==> src/rtl/tug_match.sv <==
// tug_match: best-of-N tug-of-war game engine.
//
// One position register replaces the chain of per-LED light cells. A light
// walks left on left presses and right on right presses; pushing it off an
// end wins the round. After a round win the field freezes for HOLD_CYCLES,
// then either re-centres for the next round or locks up once a player has
// WIN_ROUNDS round wins.
//
// Optional build macro TUG_EDGE_DETECT_EN:
//   defined   - l_press / r_press may be raw levels; only a 0->1 transition
//               counts as a press (one previous-value flop per input).
//   undefined - inputs are already one-cycle pulses; every high cycle is a
//               press and no edge flops exist.
//
// Parameter constraints: FIELD_LEDS odd and >= 3, WIN_ROUNDS >= 1,
// HOLD_CYCLES >= 1.

module tug_match #(
   parameter int FIELD_LEDS  = 9,
   parameter int WIN_ROUNDS  = 3,
   parameter int HOLD_CYCLES = 50000000,
   localparam int POS_W      = $clog2(FIELD_LEDS),
   localparam int SCORE_W    = $clog2(WIN_ROUNDS + 1)
) (
   input  logic                  clk,
   input  logic                  reset,
   input  logic                  l_press,
   input  logic                  r_press,
   output logic [FIELD_LEDS-1:0] field,
   output logic [SCORE_W-1:0]    score_l,
   output logic [SCORE_W-1:0]    score_r,
   output logic                  round_done,
   output logic                  round_winner,
   output logic                  match_over,
   output logic                  match_winner
);

   // Hold counter needs at least one bit even when HOLD_CYCLES == 1.
   localparam int CNT_W = (HOLD_CYCLES > 1) ? $clog2(HOLD_CYCLES) : 1;

   localparam logic [POS_W-1:0]   POS_MAX   = POS_W'(FIELD_LEDS - 1);
   localparam logic [POS_W-1:0]   POS_MIN   = '0;
   localparam logic [POS_W-1:0]   CENTRE    = POS_W'((FIELD_LEDS - 1) / 2);
   localparam logic [POS_W-1:0]   POS_ONE   = POS_W'(1);
   localparam logic [SCORE_W-1:0] SCORE_MAX = SCORE_W'(WIN_ROUNDS);
   localparam logic [CNT_W-1:0]   CNT_LAST  = CNT_W'(HOLD_CYCLES - 1);
   localparam logic [CNT_W-1:0]   CNT_ONE   = CNT_W'(1);

   typedef enum logic [1:0] {
      PLAY = 2'd0,
      HOLD = 2'd1,
      DONE = 2'd2
   } state_t;

   state_t              state_q, state_d;
   logic [POS_W-1:0]    pos_q, pos_d;
   logic [CNT_W-1:0]    cnt_q, cnt_d;
   logic [SCORE_W-1:0]  score_l_d, score_r_d;
   logic                round_done_d;
   logic                round_winner_d;
   logic                match_over_d;
   logic                match_winner_d;
   logic                l_hit, r_hit;

   // Saturating score increment: a score never passes WIN_ROUNDS.
   function automatic logic [SCORE_W-1:0] sat_inc(input logic [SCORE_W-1:0] s);
      return (s == SCORE_MAX) ? s : s + SCORE_W'(1);
   endfunction

   // One-hot LED image of a position; bit 0 is the right end.
   function automatic logic [FIELD_LEDS-1:0] onehot(input logic [POS_W-1:0] p);
      logic [FIELD_LEDS-1:0] f;
      f = '0;
      for (int i = 0; i < FIELD_LEDS; i++) begin
         f[i] = (p == POS_W'(i));
      end
      return f;
   endfunction

`ifdef TUG_EDGE_DETECT_EN
   logic l_prev, r_prev;

   // Remember last input levels so a held button yields a single press.
   always_ff @(posedge clk or negedge reset) begin
      if (!reset) begin
         l_prev <= 1'b0;
         r_prev <= 1'b0;
      end else begin
         l_prev <= l_press;
         r_prev <= r_press;
      end
   end

   assign l_hit = l_press & ~l_prev;
   assign r_hit = r_press & ~r_prev;
`else
   assign l_hit = l_press;
   assign r_hit = r_press;
`endif

   // Match state register plus all registered outputs.
   always_ff @(posedge clk or negedge reset) begin
      if (!reset) begin
         state_q      <= PLAY;
         pos_q        <= CENTRE;
         cnt_q        <= '0;
         field        <= onehot(CENTRE);
         score_l      <= '0;
         score_r      <= '0;
         round_done   <= 1'b0;
         round_winner <= 1'b0;
         match_over   <= 1'b0;
         match_winner <= 1'b0;
      end else begin
         state_q      <= state_d;
         pos_q        <= pos_d;
         cnt_q        <= cnt_d;
         field        <= onehot(pos_d);
         score_l      <= score_l_d;
         score_r      <= score_r_d;
         round_done   <= round_done_d;
         round_winner <= round_winner_d;
         match_over   <= match_over_d;
         match_winner <= match_winner_d;
      end
   end

   // Next-state logic: light movement, round wins, freeze and match end.
   always_comb begin
      state_d        = state_q;
      pos_d          = pos_q;
      cnt_d          = cnt_q;
      score_l_d      = score_l;
      score_r_d      = score_r;
      round_done_d   = 1'b0;
      round_winner_d = round_winner;
      match_over_d   = match_over;
      match_winner_d = match_winner;

      case (state_q)
         PLAY: begin
            // Simultaneous presses cancel each other out.
            if (l_hit && !r_hit) begin
               if (pos_q == POS_MAX) begin
                  score_l_d      = sat_inc(score_l);
                  round_winner_d = 1'b1;
                  round_done_d   = 1'b1;
                  cnt_d          = '0;
                  state_d        = HOLD;
               end else begin
                  pos_d = pos_q + POS_ONE;
               end
            end else if (r_hit && !l_hit) begin
               if (pos_q == POS_MIN) begin
                  score_r_d      = sat_inc(score_r);
                  round_winner_d = 1'b0;
                  round_done_d   = 1'b1;
                  cnt_d          = '0;
                  state_d        = HOLD;
               end else begin
                  pos_d = pos_q - POS_ONE;
               end
            end
         end

         HOLD: begin
            // Presses are ignored for the whole freeze, including the
            // cycle in which the field re-centres.
            if (cnt_q == CNT_LAST) begin
               cnt_d = '0;
               // The winner's score was already bumped on entry to HOLD.
               if ((score_l == SCORE_MAX) || (score_r == SCORE_MAX)) begin
                  state_d        = DONE;
                  match_over_d   = 1'b1;
                  match_winner_d = round_winner;
               end else begin
                  pos_d   = CENTRE;
                  state_d = PLAY;
               end
            end else begin
               cnt_d = cnt_q + CNT_ONE;
            end
         end

         DONE: begin
            // Absorbing until reset.
         end

         default: begin
            state_d = PLAY;
            pos_d   = CENTRE;
            cnt_d   = '0;
         end
      endcase
   end

endmodule

==> config.mk <==
export PLATFORM = sky130hd
export DESIGN_NAME = tug_match
export DESIGN_NICKNAME = d
export VERILOG_FILES = /design/src/rtl/tug_match.sv
export SDC_FILE = /design/constraint.sdc
export NUM_CORES = 1
export LEC_CHECK = 0
export CAP_MARGIN = 0
export CORE_MARGIN = 2
export CORE_UTILIZATION = 45
export DETAILED_ROUTE_END_ITERATION = 8
export SETUP_SLACK_MARGIN = 0.5
export SLEW_MARGIN = 20
export SYNTH_ARGS = -nofsm -noshare
export SYNTH_HDL_FRONTEND = slang
export SYNTH_SLANG_ARGS = --single-unit
==> constraint.sdc <==
create_clock -name clk -period 2.8 [get_ports clk]
set_input_delay 0.7 -clock clk [delete_from_list [all_inputs] [get_ports clk]]
set_output_delay 0.7 -clock clk [all_outputs]
set_load 0.02 [all_outputs]
; ---- Word-level counts from Yosys, hierarchy flattened
; Index checks and enable logic that the tools add are counted.
[totals]
regBits = 49
inputBits = 4
word_cells = 83
[op_classes]
add_sub_neg = 5
n_eq_ne = 19
mux = 29
bitwise_logic = 4
n_reduce_logical = 16
[op_table]
columns = op, count
row1 = 26-bit two-way mux, 5
row2 = 26-bit case mux with 3 select lines, 1
row3 = "26-bit by 1-bit adder with 26-bit output, second input constant", 1
row4 = "26-bit equality test, second input constant", 1
row5 = 4-bit two-way mux, 6
row6 = "4-bit by 3-bit equality test with 1-bit output, second input constant", 4
row7 = 2-bit two-way mux, 6
row8 = 4-bit case mux with 3 select lines, 1
row9 = 4-bit AND reduction, 3
row10 = 5-bit AND reduction, 2
row11 = 1-bit two-way mux, 9
row12 = "3-bit inequality test, second input constant", 3
row13 = "4-bit by 2-bit equality test with 1-bit output, second input constant", 2
row14 = "4-bit equality test, second input constant", 2
row15 = 4-bit logical NOT, 2
row16 = "2-bit equality test, second input constant", 3
row17 = 2-bit case mux with 3 select lines, 1
row18 = "2-bit by 1-bit adder with 2-bit output, second input constant", 2
row19 = "4-bit by 1-bit adder with 4-bit output, second input constant", 1
row20 = "4-bit by 1-bit equality test with 1-bit output, second input constant", 1
row21 = 1-bit NOT, 4
row22 = 2-bit nonzero test, 2
row23 = "4-bit by 1-bit subtractor with 4-bit output, second input constant", 1
row24 = 3-bit AND reduction, 1
row25 = 7 further kinds, 9

; ---- Logic depth before layout (Yosys ltp)
[depth]
depth_word = 6
depth_mapped = 9
mapped_depth_nobuf = 8

; ---- Worst setup path after synthesis
; Ideal clock, no wire load.
[synth_path]
kind = input -> register
start = input port l_press
end = register cnt_q[17]
setup_ns = 0.121
t_arrival_ns = 2.289
path_slack_ns = 0.390
cell_stages = 8
path_buffers = 2
cell_sequence = inv_1 > ha_1 > o41a_1 > clkbuf_1 > clkbuf_1 > nor4_1 > xnor2_1 > nor2_1
[synth_between]
elab_chain_cells = 4
[synth_lines]
columns = item, line
row1 = start: declaration, 27  ; input logic l_press,
row2 = 1-bit logical NOT, 153  ; end else if (r_hit && !l_hit) begin
row3 = 1-bit logical AND, 153
row4 = 3-bit inequality test (no line), --
row5 = 4-bit AND reduction (no line), --
row6 = end signal: assignment, 117  ; cnt_q <= cnt_d;
row7 = end: declaration, 57  ; logic [CNT_W-1:0] cnt_q, cnt_d;
; Parallel ways exist; a longest one is shown, timed or not.
; A chain may end at the register's enable or synchronous reset.

; ---- Worst setup path after layout
; Same ends and word-level chain as after synthesis.

==> impl_results.md <==
* Status: finished clean
* Worst Tran Pin Value at 0.610 ns
* Crit path launch type: primary input
* Initial Util at 45.9%
* First drt pass iteration count at 4
* Clock period minus worst slack at 2.25 ns
* CTS tree: built
* Sequential fraction of the synthesis area at 46.0%
* Clk_skew at 0.00750 ns
* Clock Tree Buf Depth at 2
* # setup viols final at 0
* Synth Cell Area at 0.00267 mm2
* Routed Antenna Nets at 0
* Max-slew headroom at 59.4%
* Number of diodes at 0
* Max Freq at 445 MHz
* Detailed placement HPWL at 3960 um
* Ranking of synthesized cells by area: dfrtp_1 44%, xnor2_1 4.9%, nor2_1 4.1%, ha_1 3.3%, a21oi_1 2.3%
* Ys Warns at 0
* Setup ws final at 0.553 ns
* Pins Over Slew Limit at 0
* Port buffer count at 20
* Synth Instances at 274
* Number of global-route vias before repair at 2211
* Synth-to-Final Area Change at 28.5%
* Worst EP required at 3.00 ns
* Max cap viols at 0
* Maximum vdd drop at 0.502 mV
* Unrepaired setup endpoints after global routing: true
* Iteration-0 DRC Markers at 94
* DRT Wirelength at 6110 um
* H-Tree Depth at 2
* Root Buffer: clkbuf_8
* CP Class: in2reg
* Skew-Pair Late Insertion Delay at 0.31 ns
* Ys flop type: dfrtp_1
* Net Count, Synth at 285
* Most frequent cells after synthesis: 47 x dfrtp_1, 29 x nor2_1, 15 x xnor2_1, 13 x nand2_1
* Nets at 320
* I/O pin count at 21
* Worst-path clk slew at 0.09 ns
* Vias at 2179
* Crit path DAT at 2.45 ns
* Final Hold Viols at 0
* Worst hold slack at 0.473 ns
* Total negative slack at 0 ns
* Top cell type's share of synthesized area at 44.1%
* Die Span Y at 81.0 um
* Ys async rst share at 100%
* Die area at 0.00656 mm2
* Num CTS Buffers at 5
* Via density at 5.66
* Largest net degree at the start of global routing at 50
* Core area at 0.00582 mm2
* Die Wd at 81.0 um
* Pwr/cell area at 899 mW/mm2
* Placed cells at 369
* Total global routing overflow at 0
* Most common cell in the netlist: dfrtp_1
* Synth Register Bits at 49
* Tot Pwr at 3.08 mW
* Worst Hold Class: reg2reg
* Largest area contributor in the netlist: dfrtp_1
* Global-route wire length before repair at 10100 um
* GP Congestion at 0.816
* Worst Setup End Kind: flop
* Post-place setup slack at -0.188 ns
* Clk sinks at 49
* DRC Markers at 0
* Proportion of layout cells with a drive suffix above 1 at 23.2%
* Drt wl/cell at 15.9 um
* Fin crit share at 80.2%
* P_leak at 1.42 nW
* Number of flops mapped to enable cells by yosys at 0
* Hold-fix buffers, CTS at 0
* Mean Syn Cell Area at 9.74 um2
* Global-route usage over all layers at 20.0%
* Crit-path max FO at 7
* Cell Count, Final, Fillers Out at 385
* Site Rows at 28
* Antenna violations before repair at 0
* Yosys cell types at 50
layout make-up:
class	count	area, um2
Clock buffer	5	68.8
Clock inverter	3	68.8
Fill cell	519	2390
Inverter	11	41.3
Multi-Input combinational cell	199	1560
Sequential cell	49	1230
Tap cell	75	93.8
Timing Repair Buffer	43	363
metal layers:
layer / routed length (um) / part of all wire (%) / track usage, %
met1: 2800 / 46 / 25.7
met2: 3070 / 50 / 33.8
met3: 171 / 2.8 / 4.00
met4: 64 / 1.0 / 6.44
met5: 0 / 0 / 0
what timing repair did:
item                                    4_1_cts  5_1_grt
buffers inserted                              6        1
cloned                                        1        0
endpoints found under the setup margin       39       33
pin swaps                                     5        4
resized for setup                            23       19
registers in the layout, summed over array words and instances (netlist names):
name / cells
pos_q: 4
field: 9
state_q: 2
cnt_q: 26
round_winner: 1
score_l: 2
match_over: 1
round_done: 1
score_r: 2
match_winner: 1
cells in the final DEF (no fill, tap or decap), types with 8 or more instances in the layout:
cell	instances
dfrtp_1	44
nor2_1	28
buf_4	21
clkdlybuf4s50_1	17
xnor2_1	15
nand2_1	13
a21oi_1	12
inv_1	8
nand3_1	8
where the power goes:
group          total [mW]  switching (mW)  leakage, nW  internal [mW]
Combinational        1.41           0.753        0.698          0.656
Sequential           1.06           0.171        0.652          0.885
Clock               0.615           0.256       0.0687          0.360
critical path: stages:
cell           delay, ns
dlygate4sd2_1       0.26
ha_2                0.19
xor2_1              0.15
o41a_1              0.38
buf_6               0.17
buf_4               0.14
nor4_4              0.25
xnor2_1             0.15
nor2_1              0.06
through the flow:
| stage | instance area, um2 | util, % |
|---|---|---|
| after global placement | 3030 | 52.0 |
| after floorplan | 2690 | - |
| final | 3430 | 59.0 |
| after global routing | 3430 | 59.0 |
| after CTS | 3330 | 57.3 |
| after detailed placement | 3030 | 52.0 |
worst paths after layout:
path / start / endpoint / slack, ns / cells past startpoint
setup / recovery: l_press / cnt_q[17] / 0.55 / 9
hold / removal: match_over / match_over / 0.47 / 1
setup reg to reg: pos_q[1] / field[8] / 0.60 / 7
hold reg to reg: match_over / match_over / 0.47 / 1
max in group asynchronous: reset / cnt_q[4] / 1.88 / 2
min in group asynchronous: reset / field[5] / 0.49 / 2
kinds of logic (layout without fill, tap and decap cells):
kind of cell,after synthesis,after routing,share of synthesized area (%)
and+or+nand+nor,120,120,26.2
xor gates and xnor gates,17,17,5.58
DFF,49,49,46.0
buffers and inverters,26,62,3.80
adders and majority gates,7,7,3.28
muxes,6,6,2.48
AOI/OAI and AO/OA,49,49,12.7
No activity file was read; power rests on OpenSTA's default activity.
